<file path="src/rtl/axi4_ring_sched_if.sv">
// Command port between the ring scheduler and the AXI4 burst master.
// The scheduler is the master side; the burst engine is the slave side.
interface axi4_ring_sched_if #(
   parameter int ADDR_WIDTH = 32
);
   logic                  cmd_valid;
   logic                  cmd_ready;
   logic                  cmd_wr;
   logic [ADDR_WIDTH-1:0] cmd_addr;
   logic                  cmd_done;
   logic                  cmd_error;

   modport master (
      output cmd_valid,
      output cmd_wr,
      output cmd_addr,
      input  cmd_ready,
      input  cmd_done,
      input  cmd_error
   );

   modport slave (
      input  cmd_valid,
      input  cmd_wr,
      input  cmd_addr,
      output cmd_ready,
      output cmd_done,
      output cmd_error
   );
endinterface

</file>
<file path="src/rtl/axi4_ring_sched.sv">
// Schedules write/read bursts so external memory acts as a ring buffer
// between an ingress FIFO and an egress FIFO.
module axi4_ring_sched #(
   parameter logic [31:0] BASE_ADDR  = 32'h0000_0000,
   parameter logic [31:0] RANGE_ADDR = 32'h0000_0800,
   parameter int          BURST_LEN  = 8,
   parameter int          DATA_WIDTH = 256,
   parameter int          ADDR_WIDTH = 32,
   localparam int         BURST_BYTES = BURST_LEN * DATA_WIDTH / 8,
   localparam int         SLOTS = int'(RANGE_ADDR) / BURST_BYTES,
   localparam int         LW = $clog2(SLOTS) + 1
) (
   input  logic                clk,
   input  logic                rst,
   input  logic                enable,
   input  logic                flush,
   input  logic                err_clr,
   input  logic                in_prog_empty,
   input  logic                out_prog_full,
   axi4_ring_sched_if.master   cmd,
   output logic [LW-1:0]       level,
   output logic                ring_full,
   output logic                ring_empty,
   output logic                busy,
   output logic                err
);

   typedef enum logic [1:0] {
      IDLE,
      ISSUE,
      WAIT,
      ERR
   } state_t;

   localparam logic [ADDR_WIDTH-1:0] BASE = ADDR_WIDTH'(BASE_ADDR);
   localparam logic [ADDR_WIDTH-1:0] LIMIT =
      ADDR_WIDTH'(BASE_ADDR + RANGE_ADDR);
   localparam logic [ADDR_WIDTH-1:0] STEP = ADDR_WIDTH'(BURST_BYTES);
   localparam logic [LW-1:0] SLOTS_L = LW'(SLOTS);

   state_t                state, state_n;
   logic                  wr_q, wr_n;
   logic [ADDR_WIDTH-1:0] addr_q, addr_n;
   logic [ADDR_WIDTH-1:0] wr_ptr, wr_ptr_n;
   logic [ADDR_WIDTH-1:0] rd_ptr, rd_ptr_n;
   logic [ADDR_WIDTH-1:0] wr_adv, rd_adv;
   logic [LW-1:0]         level_n;
   logic                  last_wr, last_wr_n;
   logic                  flush_pend, flush_pend_n;
   logic                  err_n;
   logic                  wr_elig, rd_elig, grant_wr;

   assign wr_elig  = enable & ~in_prog_empty & ~ring_full;
   assign rd_elig  = enable & ~out_prog_full & ~ring_empty;
   // On a tie, take the direction opposite to the last accepted grant.
   assign grant_wr = wr_elig & (~rd_elig | ~last_wr);

   assign wr_adv = (wr_ptr + STEP == LIMIT) ? BASE : wr_ptr + STEP;
   assign rd_adv = (rd_ptr + STEP == LIMIT) ? BASE : rd_ptr + STEP;

   assign cmd.cmd_wr   = wr_q;
   assign cmd.cmd_addr = addr_q;

   always_comb begin
      state_n      = state;
      wr_n         = wr_q;
      addr_n       = addr_q;
      wr_ptr_n     = wr_ptr;
      rd_ptr_n     = rd_ptr;
      level_n      = level;
      last_wr_n    = last_wr;
      flush_pend_n = flush_pend;
      err_n        = err;
      unique case (state)
         IDLE: begin
            if (flush) begin
               wr_ptr_n = BASE;
               rd_ptr_n = BASE;
               level_n  = '0;
            end else if (wr_elig | rd_elig) begin
               wr_n    = grant_wr;
               addr_n  = grant_wr ? wr_ptr : rd_ptr;
               state_n = ISSUE;
            end
         end
         ISSUE: begin
            if (flush) flush_pend_n = 1'b1;
            if (cmd.cmd_ready) begin
               last_wr_n = wr_q;
               state_n   = WAIT;
            end
         end
         WAIT: begin
            if (flush) flush_pend_n = 1'b1;
            if (cmd.cmd_done) begin
               if (cmd.cmd_error) begin
                  err_n   = 1'b1;
                  state_n = ERR;
               end else begin
                  state_n = IDLE;
                  if (wr_q) begin
                     wr_ptr_n = wr_adv;
                     if (level != SLOTS_L) level_n = level + 1'b1;
                  end else begin
                     rd_ptr_n = rd_adv;
                     if (level != '0) level_n = level - 1'b1;
                  end
               end
               // A pending flush overrides this burst's bookkeeping.
               if (flush_pend | flush) begin
                  wr_ptr_n     = BASE;
                  rd_ptr_n     = BASE;
                  level_n      = '0;
                  flush_pend_n = 1'b0;
               end
            end
         end
         ERR: begin
            if (flush) begin
               wr_ptr_n = BASE;
               rd_ptr_n = BASE;
               level_n  = '0;
            end
            if (err_clr) begin
               err_n   = 1'b0;
               state_n = IDLE;
            end
         end
         default: state_n = IDLE;
      endcase
   end

   always_ff @(posedge clk or posedge rst) begin
      if (rst) begin
         state         <= IDLE;
         wr_q          <= 1'b0;
         addr_q        <= BASE;
         wr_ptr        <= BASE;
         rd_ptr        <= BASE;
         level         <= '0;
         last_wr       <= 1'b0;
         flush_pend    <= 1'b0;
         err           <= 1'b0;
         cmd.cmd_valid <= 1'b0;
         busy          <= 1'b0;
         ring_full     <= 1'b0;
         ring_empty    <= 1'b1;
      end else begin
         state         <= state_n;
         wr_q          <= wr_n;
         addr_q        <= addr_n;
         wr_ptr        <= wr_ptr_n;
         rd_ptr        <= rd_ptr_n;
         level         <= level_n;
         last_wr       <= last_wr_n;
         flush_pend    <= flush_pend_n;
         err           <= err_n;
         cmd.cmd_valid <= (state_n == ISSUE);
         busy          <= (state_n != IDLE);
         ring_full     <= (level_n == SLOTS_L);
         ring_empty    <= (level_n == '0);
      end
   end

endmodule

</file>
<file path="src/flat_wrapper.sv">
// flat-port wrapper written by rule: the top's interface ports become plain ports
module axi4_ring_sched_flat 
#(
   parameter logic [31:0] BASE_ADDR  = 32'h0000_0000,
   parameter logic [31:0] RANGE_ADDR = 32'h0000_0800,
   parameter int          BURST_LEN  = 8,
   parameter int          DATA_WIDTH = 256,
   parameter int          ADDR_WIDTH = 32,
   localparam int         BURST_BYTES = BURST_LEN * DATA_WIDTH / 8,
   localparam int         SLOTS = int'(RANGE_ADDR) / BURST_BYTES,
   localparam int         LW = $clog2(SLOTS) + 1
)
  (clk, rst, enable, flush, err_clr, in_prog_empty, out_prog_full, level, ring_full, ring_empty, busy, err, cmd_cmd_valid, cmd_cmd_wr, cmd_cmd_addr, cmd_cmd_ready, cmd_cmd_done, cmd_cmd_error);
  axi4_ring_sched_if #(.ADDR_WIDTH(ADDR_WIDTH)) cmd_i ();
  input  logic clk;
  input  logic rst;
  input  logic enable;
  input  logic flush;
  input  logic err_clr;
  input  logic in_prog_empty;
  input  logic out_prog_full;
  output logic [LW-1:0] level;
  output logic ring_full;
  output logic ring_empty;
  output logic busy;
  output logic err;
  output wire logic [$bits(cmd_i.cmd_valid)-1:0] cmd_cmd_valid;
  output wire logic [$bits(cmd_i.cmd_wr)-1:0] cmd_cmd_wr;
  output wire logic [$bits(cmd_i.cmd_addr)-1:0] cmd_cmd_addr;
  input wire logic [$bits(cmd_i.cmd_ready)-1:0] cmd_cmd_ready;
  input wire logic [$bits(cmd_i.cmd_done)-1:0] cmd_cmd_done;
  input wire logic [$bits(cmd_i.cmd_error)-1:0] cmd_cmd_error;
  assign cmd_cmd_valid = cmd_i.cmd_valid;
  assign cmd_cmd_wr = cmd_i.cmd_wr;
  assign cmd_cmd_addr = cmd_i.cmd_addr;
  assign cmd_i.cmd_ready = cmd_cmd_ready;
  assign cmd_i.cmd_done = cmd_cmd_done;
  assign cmd_i.cmd_error = cmd_cmd_error;
  axi4_ring_sched #(.BASE_ADDR(BASE_ADDR), .RANGE_ADDR(RANGE_ADDR), .BURST_LEN(BURST_LEN), .DATA_WIDTH(DATA_WIDTH), .ADDR_WIDTH(ADDR_WIDTH)) u_core (.clk(clk), .rst(rst), .enable(enable), .flush(flush), .err_clr(err_clr), .in_prog_empty(in_prog_empty), .out_prog_full(out_prog_full), .cmd(cmd_i), .level(level), .ring_full(ring_full), .ring_empty(ring_empty), .busy(busy), .err(err));
endmodule
</file>
<file path="config.mk">
export PLATFORM = sky130hd
export DESIGN_NAME = axi4_ring_sched_flat
export DESIGN_NICKNAME = d
export VERILOG_FILES = /design/src/rtl/axi4_ring_sched_if.sv /design/src/rtl/axi4_ring_sched.sv /design/src/flat_wrapper.sv
export SDC_FILE = /design/constraint.sdc
export NUM_CORES = 1
export LEC_CHECK = 0
export CORE_ASPECT_RATIO = 0.75
export CORE_MARGIN = 2
export CORE_UTILIZATION = 54
export CTS_BUF_LIST = sky130_fd_sc_hd__clkbuf_8
export DETAILED_ROUTE_END_ITERATION = 7
export PLACE_DENSITY = 0.83
export SYNTH_ARGS = -nofsm -noshare
export SYNTH_HDL_FRONTEND = slang
export SYNTH_SLANG_ARGS = --single-unit
</file>
<file path="constraint.sdc">
create_clock -name clk -period 2.7 [get_ports clk]
set_clock_uncertainty 0.2 [all_clocks]
set_input_delay 0.27 -clock clk [delete_from_list [all_inputs] [get_ports clk]]
set_output_delay 0.27 -clock clk [all_outputs]
set_load 0.01 [all_outputs]
</file>
== Yosys cells after proc, flatten, opt, wreduce, memory -nomap -nowiden ==
Index checks and enable logic that the tools add are counted.
Cells by class
  reductions and logical operators: 13
  equality and inequality tests: 15
  bitwise operators: 15
  multiplexer cells: 37
  $add $sub $neg: 4
Operator list (count)
  $mux 32: 12
  $pmux 32 s2: 2
  $add 32x9->32 const B: 2
  $eq 32x12->1 const B: 2
  $mux 4: 7
  $mux 2: 6
  $reduce_and 5->1: 2
  $pmux 2 s4: 1
  $pmux 4 s2: 1
  $reduce_bool 2->1: 4
  $not 1->1: 7
  $mux 1: 6
  $ne 2x2->1 const B: 3
  $and 1x1->1: 5
  $add 4x1->4 const B: 1
  $eq 2x1->1 const B: 2
  $eq 2x2->1 const B: 2
  $eq 4x4->1 const B: 1
  $logic_not 4->1: 1
  $ne 4x4->1 const B: 1
  $pmux 1 s2: 2
  $reduce_and 4->1: 1
  $reduce_bool 4->1: 1
  $sub 4x1->4 const B: 1
  9 further kinds: 11
Word-level totals
  input bits: 10
  bits in registers: 110

== Logic depth before layout (Yosys ltp) ==
  depth in word-level cells: 8
  mapped depth: 10
  mapped depth without buffers: 9

== Worst setup path after synthesis ==
Ideal clock, no wire load.
  kind: register to register
  start point: register u_core.wr_ptr[8]
  end point: register u_core.wr_ptr[8]
  arrival time: 2386 ps
  stages on the path, launching flop included: 10
  slack: -10 ps
  buffers on the path: 1
  cell sequence: dfrtp_1 ha_1 nand4_2 or4_1 buf_2 a221o_1 nor4_1 and4_1 a21o_2 o21ai_2
On the way
  word-level cells in the longest chain between the ends: 8
Ends and longest elaborated chain
  from (decl): line axi4_ring_sched.sv:44  | logic [ADDR_WIDTH-1:0] wr_ptr, wr_ptr_n;
  from (signal assigned): line axi4_ring_sched.sv:152  | wr_ptr <= wr_ptr_n;
  $add 32x9->32 *: line axi4_ring_sched.sv:58  | assign wr_adv = (wr_ptr + STEP == LIMIT) ? BASE : wr_ptr + STEP;
  $eq 32x12->1: line axi4_ring_sched.sv:58
  $mux 32 *: line axi4_ring_sched.sv:58
  $mux 32 *: line axi4_ring_sched.sv:101  | if (wr_q) begin
  $mux 32 *: line axi4_ring_sched.sv:96  | if (cmd.cmd_error) begin
  $mux 32 *: line axi4_ring_sched.sv:110  | if (flush_pend | flush) begin
  $mux 32 *: line axi4_ring_sched.sv:95  | if (cmd.cmd_done) begin
  $pmux 32 s2 *: line axi4_ring_sched.sv:74  | unique case (state)
Every way passes the cells marked *; elsewhere a longest branch is shown, timed or not. The select of a mux whose other input is x is not followed.
A chain may end at the register's enable or synchronous reset.

== Worst setup path in the final report ==
  start point: register u_core.rd_ptr[8]
  end point: register u_core.rd_ptr[11]
On the way
  word-level cells in the longest chain between the ends: 8
Ends and longest elaborated chain
  from (decl): line axi4_ring_sched.sv:45  | logic [ADDR_WIDTH-1:0] rd_ptr, rd_ptr_n;
  from (signal assigned): line axi4_ring_sched.sv:153  | rd_ptr <= rd_ptr_n;
  $add 32x9->32 *: line axi4_ring_sched.sv:59  | assign rd_adv = (rd_ptr + STEP == LIMIT) ? BASE : rd_ptr + STEP;
  $eq 32x12->1: line axi4_ring_sched.sv:59
  $mux 32 *: line axi4_ring_sched.sv:59
  $mux 32 *: line axi4_ring_sched.sv:101
  $mux 32 *: line axi4_ring_sched.sv:96
  $mux 32 *: line axi4_ring_sched.sv:110
  $mux 32 *: line axi4_ring_sched.sv:95
  $pmux 32 s2 *: line axi4_ring_sched.sv:74
Marked as above.

==> reports/results.ini <==
[outcome]
status=finished with violations
violations=hold timing

[finish]
num_antenna_cells=0
final_cell_mix=nand2_1, o21ai_0, dfrtp_1
nets=762
final_common_cell=nand2_1
area_delta_synth_final_pct=21.4
finish.utilization=0.666
layout-drive-gt1-share=0.155

[sta]
fin_crit_ns=2.55
hold_viol_final=4
finalSetupViolCount=0
maxSlewViolCount=0
fin_crit_sh=0.944
fin_hold_ws_ns=-0.00347
fmax_mhz=392

[clock_tree]
ctsHoldBuffers=0
cts_buffer_depth=2
clock_latency_ns=0.38
cts-root-buf=clkbuf_8
numCtsBuffers=9
clkSinkCount=86
path_clk_slew_ns=0.10
ctsHtreeMaxLevel=3
cts_tree=built

[floorplanning]
die_x_um=121
dieArea_mm2=0.0111
die_h_um=91.8
ios=52
start_util=0.548
core_region_area_mm2=0.0101
rows=32

[hold_path]
hp-class=in -> async

[global_routing]
grt_usage=0.311
grt_pass1_vias=5144
antenna_found_initial=0
overflow=0
grt_pass1_wl_um=26900
grt_max_degree=65

[flow_run]
drv_cap=0

[logic_synthesis]
avgSynthCellArea_um2=8.25
synth_top_area_frac=0.383
ys_warn_count=0
synth_top_area_cell=dfrtp_1
yosysUniqueCellTypes=62
synthFlopType=dfrtp_1
synth.area.top_cells=dfrtp_1, o21ai_0, nand2_1
yosysSeqAreaShare=0.388
async_flop_share=1.00
netlist_area_mm2=0.00556
syn_inst=673
synth_edf_count=0
synth-seq-cells=86

[drt]
drtIter0Drc=550
vias=5439
vias_per_cell=6.17
antenna_left=0
first_pass_iters=5
drt-wirelength-per-cell_um=18.9
drt-total-wl_um=16700
drc=0

[critical_path]
critPathCaptureType=register
worst-setup-path-type=reg -> reg
cp-start-kind=register
cp_data_arrival_time_ns=2.60
worst_ep_required_time_ns=2.75
crit_fanout=7

[pwr]
power.total_mw=3.41
max-vdd-ir-drop_uv=282
power_density_mw_per_mm2=506
leakage_nw=2.75

[place]
port_buffers=43
gp_congestion=0.960
hpwl_um=12000

## cell families after synthesis
group / share of synthesized area
buffers and inverters: 0.0671
adder cells (fa/ha/maj): 0.0248
other: 0.000675
flip-flops: 0.388
XOR/XNOR: 0.0205
AO/OA/AOI/OAI: 0.198
AND/OR/NAND/NOR: 0.245
multiplexers: 0.0563
## synth_stat cells, types with 14 or more instances
cell,count
nand3_1,25
clkbuf_1,31
nand4_1,21
o31ai_1,15
nor3_1,15
inv_1,25
a21oi_1,22
mux2i_1,29
buf_2,15
nor2_1,36
o21ai_0,92
nor4_1,14
nand2_1,101
dfrtp_1,85
## per-layer routing
layer	up-vias	GRT usage	part of all wire
met1	2566	0.467	0.44
met2	294	0.464	0.44
met3	21	0.0634	0.10
li1	2558	-	-
met5	-	0	0
met4	0	0.0630	0.014
## worst paths after layout
path | slack (ns) | end | startpoint | cells after the start
worst max register to register | 0.15 | u_core.rd_ptr[11] | u_core.rd_ptr[8] | 9
worst min-delay path | -0.003 | u_core.cmd.cmd_addr[19] | rst | 2
worst min register to register | 0.29 | u_core.cmd.cmd_addr[10] | u_core.cmd.cmd_addr[10] | 2
min in group clk | 0.29 | u_core.cmd.cmd_addr[10] | u_core.cmd.cmd_addr[10] | 2
max in group asynchronous | 1.59 | u_core.wr_ptr[9] | rst | 3
worst max-delay path | 0.15 | u_core.rd_ptr[11] | u_core.rd_ptr[8] | 9
## cell type report
| class | instances | area (um2) |
|---|---|---|
| clock buffer | 10 | 138 |
| multi-input combinational | 511 | 3160 |
| inverter | 25 | 95.1 |
| sequential | 86 | 2160 |
| fill | 853 | 3390 |
| tap | 136 | 170 |
| timing repair buffer | 108 | 956 |
| clock inverter | 6 | 68.8 |
## worst max-delay path: stages, from the launching register on
cell and delay [ns]:
dfrtp_1 0.39, ha_2 0.25, nand4_1 0.10, buf_4 0.18, nor4_4 0.35, xnor2_1 0.13
nor4_1 0.27, nand3b_1 0.13, o31ai_2 0.28, o211ai_1 0.14
## registers in the layout (all words and copies together), names as in the netlist
name	flops
u_core.rd_ptr	24
u_core.level	4
u_core.err	1
u_core.ring_empty	1
u_core.busy	1
u_core.last_wr	1
u_core.state	2
u_core.wr_ptr	24
u_core.ring_full	1
u_core.cmd.cmd_wr	1
u_core.flush_pend	1
u_core.cmd.cmd_valid	1
u_core.cmd.cmd_addr	24
## power breakdown
group          switching (mW)  internal (mW)
logic                   0.643          0.382
clock network           0.506          0.458
registers              0.0747           1.35
## per-stage QoR
stage / setup TNS (ns) / area (um2) / std cells / setup WS, ns / hold slack, ns
finish: 0 / 6740 / 882 / 0.152 / -0.00347
global route: -0.00176 / 6740 / 882 / -0.00176 / 0.0245
CTS: 0 / 6650 / 880 / 0.0392 / 0.00833
detailed placement: -0.0580 / 6420 / 863 / -0.0336 / 0.275
global placement: 0 / 6420 / 863 / 0.106 / 0.265
floorplan: 0 / 5580 / 680 / 0.00666 / 0.167
## timing repair
item                                    4_1_cts  5_1_grt
cloned                                        0        0
buffers inserted                              1        2
endpoints found under the setup margin        3       20
pin swaps                                     1        3
gates resized for setup                       2       19
Note: power is estimated with default switching activity, not from simulation.
